<file path="src/rtl/bit_reverse_buffer.sv">
// -----------------------------------------------------------------------------
// bit_reverse_buffer
//
// Collects one frame of N complex samples in natural order and replays it in
// bit-reversed order, which is the input ordering a radix-2 decimation-in-time
// butterfly stage expects. Samples are written to the buffer at the
// bit-reversed address and read back linearly. The reordering therefore costs
// nothing on the read side.
//
// The block alternates between two phases. It never fills and drains at the
// same time, so a frame occupies it for at least 2N cycles.
//
// Parameters
//   n         width of each real / imaginary word (passed through bit-exact)
//   N         samples per frame, power of two, N >= 2
//
// Ports
//   clk       rising-edge clock
//   reset     asynchronous, active-low reset
//   recv_val  upstream sample valid
//   recv_rdy  block can accept a sample (high throughout FILL)
//   recv_r/c  real / imaginary part of the incoming sample
//   send_val  outgoing sample valid (high throughout DRAIN)
//   send_rdy  downstream ready
//   send_r/c  real / imaginary part of the outgoing sample (zero outside DRAIN)
//   send_last high with the final sample of a frame
// -----------------------------------------------------------------------------
module bit_reverse_buffer #(
  parameter int n = 32,
  parameter int N = 8
) (
  input  logic         clk,
  input  logic         reset,
  input  logic         recv_val,
  output logic         recv_rdy,
  input  logic [n-1:0] recv_r,
  input  logic [n-1:0] recv_c,
  output logic         send_val,
  input  logic         send_rdy,
  output logic [n-1:0] send_r,
  output logic [n-1:0] send_c,
  output logic         send_last
);

  localparam int K = $clog2(N);
  localparam logic [K-1:0] LAST_IDX = K'(N - 1);

  typedef enum logic {
    FILL  = 1'b0,
    DRAIN = 1'b1
  } state_t;

  state_t state;
  state_t next_state;

  logic [K-1:0]   wr_idx;
  logic [K-1:0]   rd_idx;
  logic [2*n-1:0] mem [N];
  logic           accept;
  logic           xfer;

  // Mirror every index bit: bit i of the address comes from bit K-1-i of the
  // write counter.
  function automatic logic [K-1:0] bitrev(input logic [K-1:0] idx);
    logic [K-1:0] result;
    result = '0;
    for (int i = 0; i < K; i++) begin
      result[i] = idx[K-1-i];
    end
    return result;
  endfunction

  // State register. Reset is asynchronous, so the block returns to FILL (and
  // the outputs, which decode only the state, drop to their idle values)
  // without waiting for a clock edge.
  always_ff @(posedge clk or negedge reset) begin
    if (!reset) begin
      state <= FILL;
    end else begin
      state <= next_state;
    end
  end

  // Next-state and output decode. The handshake outputs are pure functions of
  // the state, so recv_rdy never depends on send_rdy and send_val never
  // depends on recv_val. Data outputs are forced to zero outside DRAIN so the
  // buffer contents are visible only while a complete frame is being replayed.
  always_comb begin
    next_state = state;
    recv_rdy   = 1'b0;
    send_val   = 1'b0;
    send_r     = '0;
    send_c     = '0;
    send_last  = 1'b0;
    accept     = 1'b0;
    xfer       = 1'b0;
    case (state)
      FILL: begin
        recv_rdy = 1'b1;
        accept   = recv_val;
        if (recv_val && (wr_idx == LAST_IDX)) begin
          next_state = DRAIN;
        end
      end
      DRAIN: begin
        send_val         = 1'b1;
        {send_r, send_c} = mem[rd_idx];
        send_last        = (rd_idx == LAST_IDX);
        xfer             = send_rdy;
        if (send_rdy && (rd_idx == LAST_IDX)) begin
          next_state = FILL;
        end
      end
    endcase
  end

  // Write and read counters. Both are exactly K bits wide, so incrementing
  // past N-1 wraps to zero and leaves them ready for the next frame. A reset
  // mid-frame discards the partial frame by zeroing both counters.
  always_ff @(posedge clk or negedge reset) begin
    if (!reset) begin
      wr_idx <= '0;
      rd_idx <= '0;
    end else begin
      if (accept) begin
        wr_idx <= wr_idx + 1'b1;
      end
      if (xfer) begin
        rd_idx <= rd_idx + 1'b1;
      end
    end
  end

  // Sample storage. The memory is deliberately left out of the reset. Stale
  // words are never observed, because DRAIN is entered only after all N
  // locations have been rewritten.
  always_ff @(posedge clk) begin
    if (accept) begin
      mem[bitrev(wr_idx)] <= {recv_r, recv_c};
    end
  end

endmodule

</file>
<file path="config.mk">
export PLATFORM = sky130hd
export DESIGN_NAME = bit_reverse_buffer
export DESIGN_NICKNAME = d
export VERILOG_FILES = /design/src/rtl/bit_reverse_buffer.sv
export SDC_FILE = /design/constraint.sdc
export NUM_CORES = 1
export LEC_CHECK = 0
export CAP_MARGIN = 10
export CELL_PAD_IN_SITES_DETAIL_PLACEMENT = 1
export CELL_PAD_IN_SITES_GLOBAL_PLACEMENT = 2
export CORE_MARGIN = 3
export CORE_UTILIZATION = 48
export CTS_CLUSTER_DIAMETER = 60
export DETAILED_ROUTE_END_ITERATION = 10
export DONT_BUFFER_PORTS = 1
export PLACE_DENSITY = 0.85
export SLEW_MARGIN = 20
export SYNTH_ARGS = -nofsm -noshare
export SYNTH_HDL_FRONTEND = slang
export SYNTH_SLANG_ARGS = --single-unit
</file>
<file path="constraint.sdc">
create_clock -name clk -period 6.9 [get_ports clk]
set_input_delay 0.69 -clock clk [delete_from_list [all_inputs] [get_ports clk]]
set_output_delay 0.69 -clock clk [all_outputs]
set_load 0.02 [all_outputs]
</file>
==> flow_metrics.py, run 1 <==
metrics = {
    "outcome": {
        "status": "complete, no violations",
    },
    "drt": {
        "wire_per_inst_um": 28.0,
        "drc": 0,
        "vias_per_cell": 5.81,
        "first_pass_iters": 5,
        "met3WireLength_um": 2250,
        "vias": 8414,
        "wl_met1_um": 16500,
        "met2_wirelength_um": 21000,
        "ant_nets": 0,
        "drt_iter0_drc": 533,
        "top_layer": "met4",
        "wl_um": 40600,
    },
    "min_path": {
        "min-delay-path-class": "input port to flop",
    },
    "cts": {
        "cts_sinks": 519,
        "cts_max_level": 2,
        "cts_buffer_depth": 3,
        "root_buffer": "clkbuf_16",
        "cts_tree": "built",
        "clock_latency_ns": 0.59,
        "post_cts_buffers": 0,
        "cts.clk_slew.worst_paths_ns": 0.06,
        "cts_made_buffers": 53,
    },
    "timing": {
        "fin_skew_ns": 0.0195,
        "report.final.slew_viol_count": 0,
        "slew_headroom": 0.330,
        "rsz0062_at_grt": "false",
        "fin_crit_ns": 3.90,
        "hold_viol_final": 0,
        "final.period_utilization": 0.565,
        "tns_ns": 0,
        "fmax_ghz": 0.257,
        "finalSetupViolCount": 0,
        "worst_pin_slew_ns": 1.01,
    },
    "layout": {
        "finalNetCount": 956,
        "syn_to_final_growth_pct": 11.4,
        "fill_cells": 3385,
        "final_util": 0.549,
        "layout-drive-gt1-share": 0.245,
        "antenna_cells": 0,
        "instances_no_fill": 1449,
    },
    "setup_path": {
        "worst_setup_path_start_kind": "flop",
        "endpoint_kind": "primary output",
        "crit_path_max_fanout": 62,
        "required_ns": 6.21,
        "crit_arrival_ns": 3.21,
        "criticalPathCategory": "flop to primary output",
    },
    "placed_design": {
        "hpwlAfterDp_um": 21500,
        "placed_cells": 1347,
        "io_buffer_count": 0,
        "gp_congestion": 0.681,
    },
    "floorplanning": {
        "die-area_sq_um": 43700,
        "io_pins": 135,
        "core_area_sq_um": 40200,
        "initial_utilization": 0.492,
        "die_w_um": 209,
        "rows": 73,
        "dieHeight_um": 209,
    },
    "synth": {
        "synth_cell_types": 20,
        "ys_top_cells_by_area": "edfxtp_1, mux4_2, mux2i_1",
        "synth_top_area_cell": "edfxtp_1",
        "netlist.area_leader.share": 0.777,
        "syn_area_per_cell_sq_um": 23.3,
        "ys_warn_count": 0,
        "synth_fp_nets": 927,
        "synth-edff-count": 512,
        "synth_flop_cell": "edfxtp_1",
        "synthArstFlopShare": 0.0135,
        "ys_seq_area_frac": 0.786,
        "ys_ff_latch": 519,
        "yosysMostFrequentCell": "edfxtp_1",
        "synth_common_cells": "edfxtp_1, mux4_2, nor2_1",
        "syn-cell-area_sq_um": 19800,
        "synth_cells": 851,
    },
    "global_route": {
        "grt_max_degree": 73,
        "grt_overflow": 0,
        "antenna_found_initial": 0,
        "track_usage": 0.189,
        "grt_pass1_wl_um": 61500,
        "grt_pass1_vias": 9378,
    },
    "pwr": {
        "powerDensity_nw_per_um2": 407,
        "p_leak_uw": 0.00703,
        "irDropWorstVdd_mv": 0.234,
    },
    "job": {
        "drv_cap": 0,
    },
}
-- state kept, by name, indices dropped and copies added (netlist names) --
register	cells
mem	512
rd_idx	3
wr_idx	3
state	1
-- through the flow --
| step | cell area, sq um | total power [uW] | worst slack [ns] | hold slack, ns |
|---|---|---|---|---|
| after floorplan | 19800 | 5920 | 2.98 | 0.394 |
| after global placement | 20400 | 6410 | 3.59 | 0.395 |
| after detailed placement | 20400 | 6480 | 3.55 | 0.395 |
| after CTS | 22000 | 9140 | 2.92 | 0.155 |
| after global routing | 22000 | 9410 | 2.83 | 0.156 |
| final | 22000 | 8980 | 3.00 | 0.196 |
-- critical path: stages (launching register included) --
cell and delay (ns):
dfrtp_4 1.06, buf_4 0.65, mux4_2 0.32, mux2i_1 0.08, nor2_1 0.48
-- kinds of logic after synthesis --
group,synth area share
AOI/OAI and AO/OA,0.000885
and+or+nand+nor,0.0159
buffers and inverters,0.0125
xor gates and xnor gates,0.000885
muxes,0.179
DFF,0.786
adders and majority gates,0.00506
-- cell usage in the layout (no fill, tap or decap), drive strengths merged --
cell type    instances
xnor2                2
dlygate4sd3          1
and3                 6
nand2                3
clkbuf              72
mux4               128
edfxtp             512
o21ai                1
clkinvlp             2
ha                   8
mux2i               64
a21oi                1
a22oi                1
buf                 16
and2                 2
bufinv               2
nor2                66
inv                  4
mux2                 2
nor2b                1
dfrtp                7
clkinv              23
-- report_power, final --
| part | total (uW) | switching (uW) | leakage, uW | internal, uW |
|---|---|---|---|---|
| clock network | 2640 | 1130 | 0.000778 | 1510 |
| logic | 2390 | 1390 | 0.00156 | 994 |
| registers | 3950 | 247 | 0.00469 | 3700 |
| total | 8980 | 2770 | 0.00703 | 6210 |
-- per-layer routing --
layer / GRT usage / vias up
met5: 0 / -
met4: 0.0510 / 0
met3: 0.0438 / 64
met2: 0.328 / 221
met1: 0.243 / 4519
li1: - / 3610
-- area by class of cell --
class | instances | area (sq um) | share of cell area
inverters | 4 | 15.0 | 0.000681
flip-flops and latches | 519 | 15600 | 0.706
multi-input cells | 285 | 4040 | 0.183
repair buffers | 17 | 163 | 0.00738
clock inverters | 27 | 193 | 0.00874
well taps | 525 | 657 | 0.0298
clock buffers | 72 | 1420 | 0.0644
-- what timing repair did --
action	CTS	global route
hold buffers	1	0
endpoints found under the hold margin	7	0
gates resized for setup	0	0
-- path summary, 6_finish.rpt --
check / cells past startpoint / slack (ns) / end / start
max: 4 / 3.00 / send_r[0] / rd_idx[2]
min: 0 / 0.20 / mem[7][18] / recv_c[18]
max reg2reg: 3 / 3.98 / mem[5][9] / state
min reg2reg: 2 / 0.64 / wr_idx[1] / wr_idx[1]
max in group asynchronous: 1 / 6.13 / rd_idx[1] / reset
min in group asynchronous: 1 / 0.47 / wr_idx[0] / reset
(Power assumes the default switching activity.)
==> run 2: changes to the inputs <==
- CORE_UTILIZATION: 48 -> 45
- PLACE_DENSITY: 0.85 -> 0.83
- clock period: 6.9 -> 3.3 ns (I/O delays scaled with it)
==> run 2 against run 1 <==
Compared with the run above: die area up 6.5%; first-iteration DRC count increased by 33%; via count increased by 4.5%; clock skew is 0.0061 ns lower; worst setup slack lost 2.8 ns; register-to-register slack got worse by 2.9 ns; sequential power grew 110%; clock power increased by 130%; sequential cell count is the same; critical endpoint is now send_c[16].
==> flow_metrics.py, run 2 (same netlist as run 1, synthesis figures left out) <==
metrics = {
    "outcome": {
        "status": "complete, no violations",
    },
    "layout": {
        "finalNetCount": 1041,
        "fill_cells": 3644,
        "syn_to_final_growth_pct": 17.3,
        "final_cell_mix": "edfxtp_1, mux4_2, dlygate4sd3_1",
        "final_util": 0.537,
        "largest_register_ffs": 512,
        "multiInputGateArea_sq_um": 4040,
        "largest_registers": "mem (512), rd_idx (3), wr_idx (3)",
        "layout-drive-gt1-share": 0.253,
        "regMostFlops": "mem",
        "seqCellArea_sq_um": 15600,
        "final_common_cell": "edfxtp_1",
    },
    "setup_path": {
        "crit_arrival_ns": 2.73,
        "critical-path-max-stage-delay_ns": 0.73,
        "crit_family": "multiplexers",
        "slowest_stage": "dfrtp_4",
        "worst_setup_path_start_kind": "flop",
        "path_buf_inv": 1,
        "r2r_cells": 5,
        "crit_path_max_fanout": 33,
        "criticalPathCategory": "flop to primary output",
        "worst-path-stages": 4,
        "cp_cell_sequence": "buf_12 > mux4_2 > mux2i_1 > nor2_1",
        "endpoint_kind": "primary output",
        "required_ns": 2.97,
    },
    "cts": {
        "clock_latency_ns": 0.59,
        "root_buffer": "clkbuf_16",
        "cts_made_buffers": 54,
        "cts_buffer_depth": 3,
        "cts.clk_slew.worst_paths_ns": 0.06,
        "post_cts_buffers": 0,
        "cts_tree": "built",
        "cts_max_level": 2,
        "cts_sinks": 519,
    },
    "pwr": {
        "power_uw": 19600,
        "p_leak_uw": 0.00753,
        "powerDensity_nw_per_um2": 846,
        "irDropWorstVdd_mv": 0.506,
    },
    "global_route": {
        "grt_pass1_vias": 9839,
        "antenna_found_initial": 4,
        "track_usage": 0.185,
        "grt_max_degree": 65,
        "grt_overflow": 0,
        "grt_pass1_wl_um": 63900,
    },
    "timing": {
        "hold_viol_final": 0,
        "fin_skew_ns": 0.0134,
        "fmax_ghz": 0.327,
        "worst_hold_slack_ns": 0.0940,
        "worst_pin_slew_ns": 0.773,
        "rsz0062_at_grt": "false",
        "report.final.slew_viol_count": 0,
        "tns_ns": 0,
        "worst_slack_ns": 0.239,
        "slew_headroom": 0.484,
        "finalSetupViolCount": 0,
        "final.period_utilization": 0.928,
        "fin_crit_ns": 3.06,
    },
    "placed_design": {
        "gp_congestion": 0.681,
        "dp_worst_setup_slack_ns": 0.789,
        "hpwlAfterDp_um": 24200,
        "io_buffer_count": 0,
    },
    "min_path": {
        "min-delay-path-class": "input port to async pin",
    },
    "floorplanning": {
        "dieHeight_um": 216,
        "die-area_sq_um": 46500,
        "io_pins": 135,
        "initial_utilization": 0.457,
        "rows": 76,
        "die_w_um": 216,
        "core_area_sq_um": 43300,
    },
    "drt": {
        "vias_per_cell": 5.52,
        "ant_nets": 0,
        "first_pass_iters": 4,
        "wire_per_inst_um": 26.3,
        "drt_iter0_drc": 710,
        "vias": 8792,
        "drc": 0,
        "wl_um": 42000,
    },
    "job": {
        "drv_cap": 0,
    },
}
[run 2: cell types whose count changed in the layout (fill, tap and decap cells not counted), sizes merged]
cell and delta:
buf +18, dlygate4sd3 +66, inv +2, clkinvlp -1
clkbuf -6, bufinv +5, diode +1
[run 2: path summary, 6_finish.rpt]
kind	startpoint	slack (ns)	to
setup / recovery	rd_idx[1]	0.24	send_c[16]
min in group clk	recv_val	0.17	wr_idx[0]
max in group asynchronous	reset	2.92	rd_idx[1]
hold / removal	reset	0.09	wr_idx[2]
hold reg to reg	wr_idx[0]	0.63	wr_idx[0]
setup reg to reg	rd_idx[1]	1.04	state
[run 2: worst register-to-register path, stage by stage, from the launching register on]
cell and delay, ns:
dfrtp_4 0.73, ha_1 0.26, ha_1 0.15, and2_1 0.30, a22oi_1 0.11, dlygate4sd3_1 0.60
[run 2: routing by layer]
layer	vias to the layer above	global-route usage	part of all wire
met4	6	0.0465	0.015
li1	3786	-	-
met1	4746	0.242	0.41
met5	-	0	0.00090
met3	52	0.0363	0.046
met2	202	0.321	0.53
[run 2: stage by stage]
step / cells / cell area (sq um)
floorplan: 851 / 19800
global placement: 1427 / 20800
detailed placement: 1427 / 20800
CTS: 1593 / 23200
global route: 1594 / 23200
finish: 1594 / 23200
[run 2: power breakdown]
group | internal, uW | leakage, uW | switching, uW | total, uW
combinational | 2300 | 0.00197 | 3200 | 5500
sequential | 7740 | 0.00469 | 377 | 8110
clock | 3600 | 0.000871 | 2420 | 6020
total | 13600 | 0.00753 | 6000 | 19600
[run 2: repair_timing]
item / CTS / global route
hold endpoints to repair: 521 / 0
hold buffers: 67 / 0
gates resized for setup: 0 / 0
[run 2: layout make-up]
class                           instances  area share
Sequential cell                       519       0.670
Multi-Input combinational cell        285       0.174
Clock buffer                           66      0.0611
Timing Repair Buffer                  101      0.0474
Inverter                                4    0.000647
Antenna cell                            1    0.000108
Tap cell                              585      0.0315
Clock inverter                         33      0.0151
==> run 3: changes to the inputs <==
- CELL_PAD_IN_SITES_GLOBAL_PLACEMENT: 2 -> 1
- CORE_UTILIZATION: 45 -> 48
- PLACE_DENSITY: 0.83 -> 0.75
==> run 3 against run 2 <==
Compared with the run above: clock skew rose by 0.0011 ns; clock power down 7.6%; critical path depth is 1 higher; worst hold slack improved by 0.00092 ns; register-to-register slack worse by 0.25 ns; sequential share of layout area is 0.62 points higher; global-route usage up 1.3 points; non-clock buffer count increased by 1; maximum frequency fell by 0.18%; sequential power barely moved.
==> flow_metrics.py, run 3 (same netlist as run 1, synthesis figures left out) <==
metrics = {
    "drt": {
        "vias_per_cell": 5.79,
        "vias": 8873,
        "drc": 0,
        "wire_per_inst_um": 27.7,
        "wl_um": 42500,
        "first_pass_iters": 7,
        "ant_nets": 0,
        "drt_iter0_drc": 665,
    },
    "layout": {
        "fill_cells": 3358,
        "layout-drive-gt1-share": 0.249,
        "largest_registers": "mem (512), rd_idx (3), wr_idx (3)",
        "finalNetCount": 1041,
        "final_cell_mix": "edfxtp_1, mux4_2, dlygate4sd3_1",
        "final_util": 0.572,
        "multiInputGateArea_sq_um": 4040,
        "largest_register_ffs": 512,
        "syn_to_final_growth_pct": 16.2,
        "seqCellArea_sq_um": 15600,
        "final_common_cell": "edfxtp_1",
        "instances_no_fill": 1533,
        "regMostFlops": "mem",
    },
    "floorplanning": {
        "core_area_sq_um": 40200,
        "initial_utilization": 0.492,
        "rows": 73,
        "dieHeight_um": 209,
        "die_w_um": 209,
        "io_pins": 135,
        "die-area_sq_um": 43700,
    },
    "setup_path": {
        "critical-path-max-stage-delay_ns": 0.75,
        "crit_path_max_fanout": 24,
        "cp_cell_sequence": "buf_12 > buf_4 > mux4_2 > mux2i_1 > nor2_1",
        "r2r_slack_ns": 0.79,
        "worst_setup_path_start_kind": "flop",
        "endpoint_kind": "primary output",
        "crit_arrival_ns": 2.74,
        "r2r-end": "state",
        "slowest_stage": "dfrtp_4",
        "worstReg2RegStart": "rd_idx[2]",
        "required_ns": 2.97,
        "r2r_cells": 5,
        "criticalPathCategory": "flop to primary output",
    },
    "placed_design": {
        "placed_cells": 1368,
        "io_buffer_count": 0,
        "gp_congestion": 0.693,
        "hpwlAfterDp_um": 25400,
    },
    "timing": {
        "tns_ns": 0,
        "finalSetupViolCount": 0,
        "report.final.slew_viol_count": 0,
        "final.period_utilization": 0.929,
        "slew_headroom": 0.433,
        "fmax_ghz": 0.326,
        "rsz0062_at_grt": "false",
        "fin_skew_ns": 0.0146,
        "worst_pin_slew_ns": 0.850,
        "fin_crit_ns": 3.07,
        "hold_viol_final": 0,
    },
    "cts": {
        "cts_made_buffers": 53,
        "clock_latency_ns": 0.59,
        "cts_buffer_depth": 3,
        "cts.clk_slew.worst_paths_ns": 0.06,
        "cts_max_level": 2,
        "cts_sinks": 519,
        "cts_tree": "built",
        "root_buffer": "clkbuf_16",
    },
    "min_path": {
        "min-delay-path-class": "input port to async pin",
    },
    "job": {
        "drv_cap": 0,
    },
    "global_route": {
        "grt_pass1_wl_um": 64600,
        "grt_pass1_vias": 9862,
        "track_usage": 0.198,
        "grt_max_degree": 48,
        "grt_overflow": 0,
        "antenna_found_initial": 4,
    },
    "pwr": {
        "p_leak_uw": 0.00746,
        "power_uw": 19300,
        "irDropWorstVdd_mv": 0.523,
        "powerDensity_nw_per_um2": 838,
    },
    "outcome": {
        "status": "complete, no violations",
    },
}
==> run 3: changes by cell type in the layout (fill, tap and decap cells not counted) <==
cell        change
clkinv_8        +1
clkinv_2        -4
diode_2         +1
clkbuf_16       -2
clkinv_1        +4
clkbuf_1        -1
clkinv_4        +1
bufinv_16       -5
clkinvlp_4      +1
inv_16          +1
inv_6           +1
buf_4           +1
==> run 3: critical path, delay by kind of cell, from the launching register on <==
kind                   cells  cell delay (ns)
buffers and inverters      2             0.50
DFF                        1             0.75
muxes                      2             0.73
and+or+nand+nor            1             0.16
==> run 3: area by class of cell <==
| class | instances | area share |
|---|---|---|
| flip-flops and latches | 519 | 0.676 |
| multi-input cells | 285 | 0.175 |
| clock buffers | 63 | 0.0593 |
| repair buffers | 102 | 0.0482 |
| well taps | 525 | 0.0286 |
| clock inverters | 33 | 0.0112 |
| inverters | 4 | 0.000653 |
| diodes | 2 | 0.000218 |
==> run 3: per-stage QoR <==
stage,hold slack [ns],worst slack (ns),cell area (sq um)
floorplan,0.0344,0.349,19800
global placement,0.0351,0.797,20700
detailed placement,0.0351,0.806,20700
CTS,0.0704,0.118,23000
global route,0.0938,0.0149,23000
finish,0.0949,0.233,23000
==> run 3: how the worst max path moves through the flow <==
stage | from | to | slack (ns)
detailed placement | rd_idx[1] | send_c[10] | 0.81
floorplan | state | mem[1][0] | 0.35
global route | rd_idx[1] | send_r[22] | 0.01
finish | rd_idx[1] | send_r[22] | 0.23
global placement | rd_idx[1] | send_c[10] | 0.80
CTS | rd_idx[1] | send_r[22] | 0.12
==> run 3: repair_timing <==
item                      CTS  global route
hold buffers               67             0
hold endpoints to repair  521             0
resized for setup           0             0
setup buffers               0             0
==> run 3: layer usage <==
layer,track usage,share of wire
met1,0.256,0.40
met2,0.353,0.54
met3,0.0345,0.048
met4,0.0448,0.013
met5,0,0.00049
==> run 3: where the power goes <==
group | internal, uW | leakage, uW | switching [uW] | total [uW]
Clock | 3130 | 0.000790 | 2430 | 5560
Combinational | 2350 | 0.00198 | 3260 | 5610
Sequential | 7740 | 0.00469 | 381 | 8120
Total | 13200 | 0.00746 | 6070 | 19300
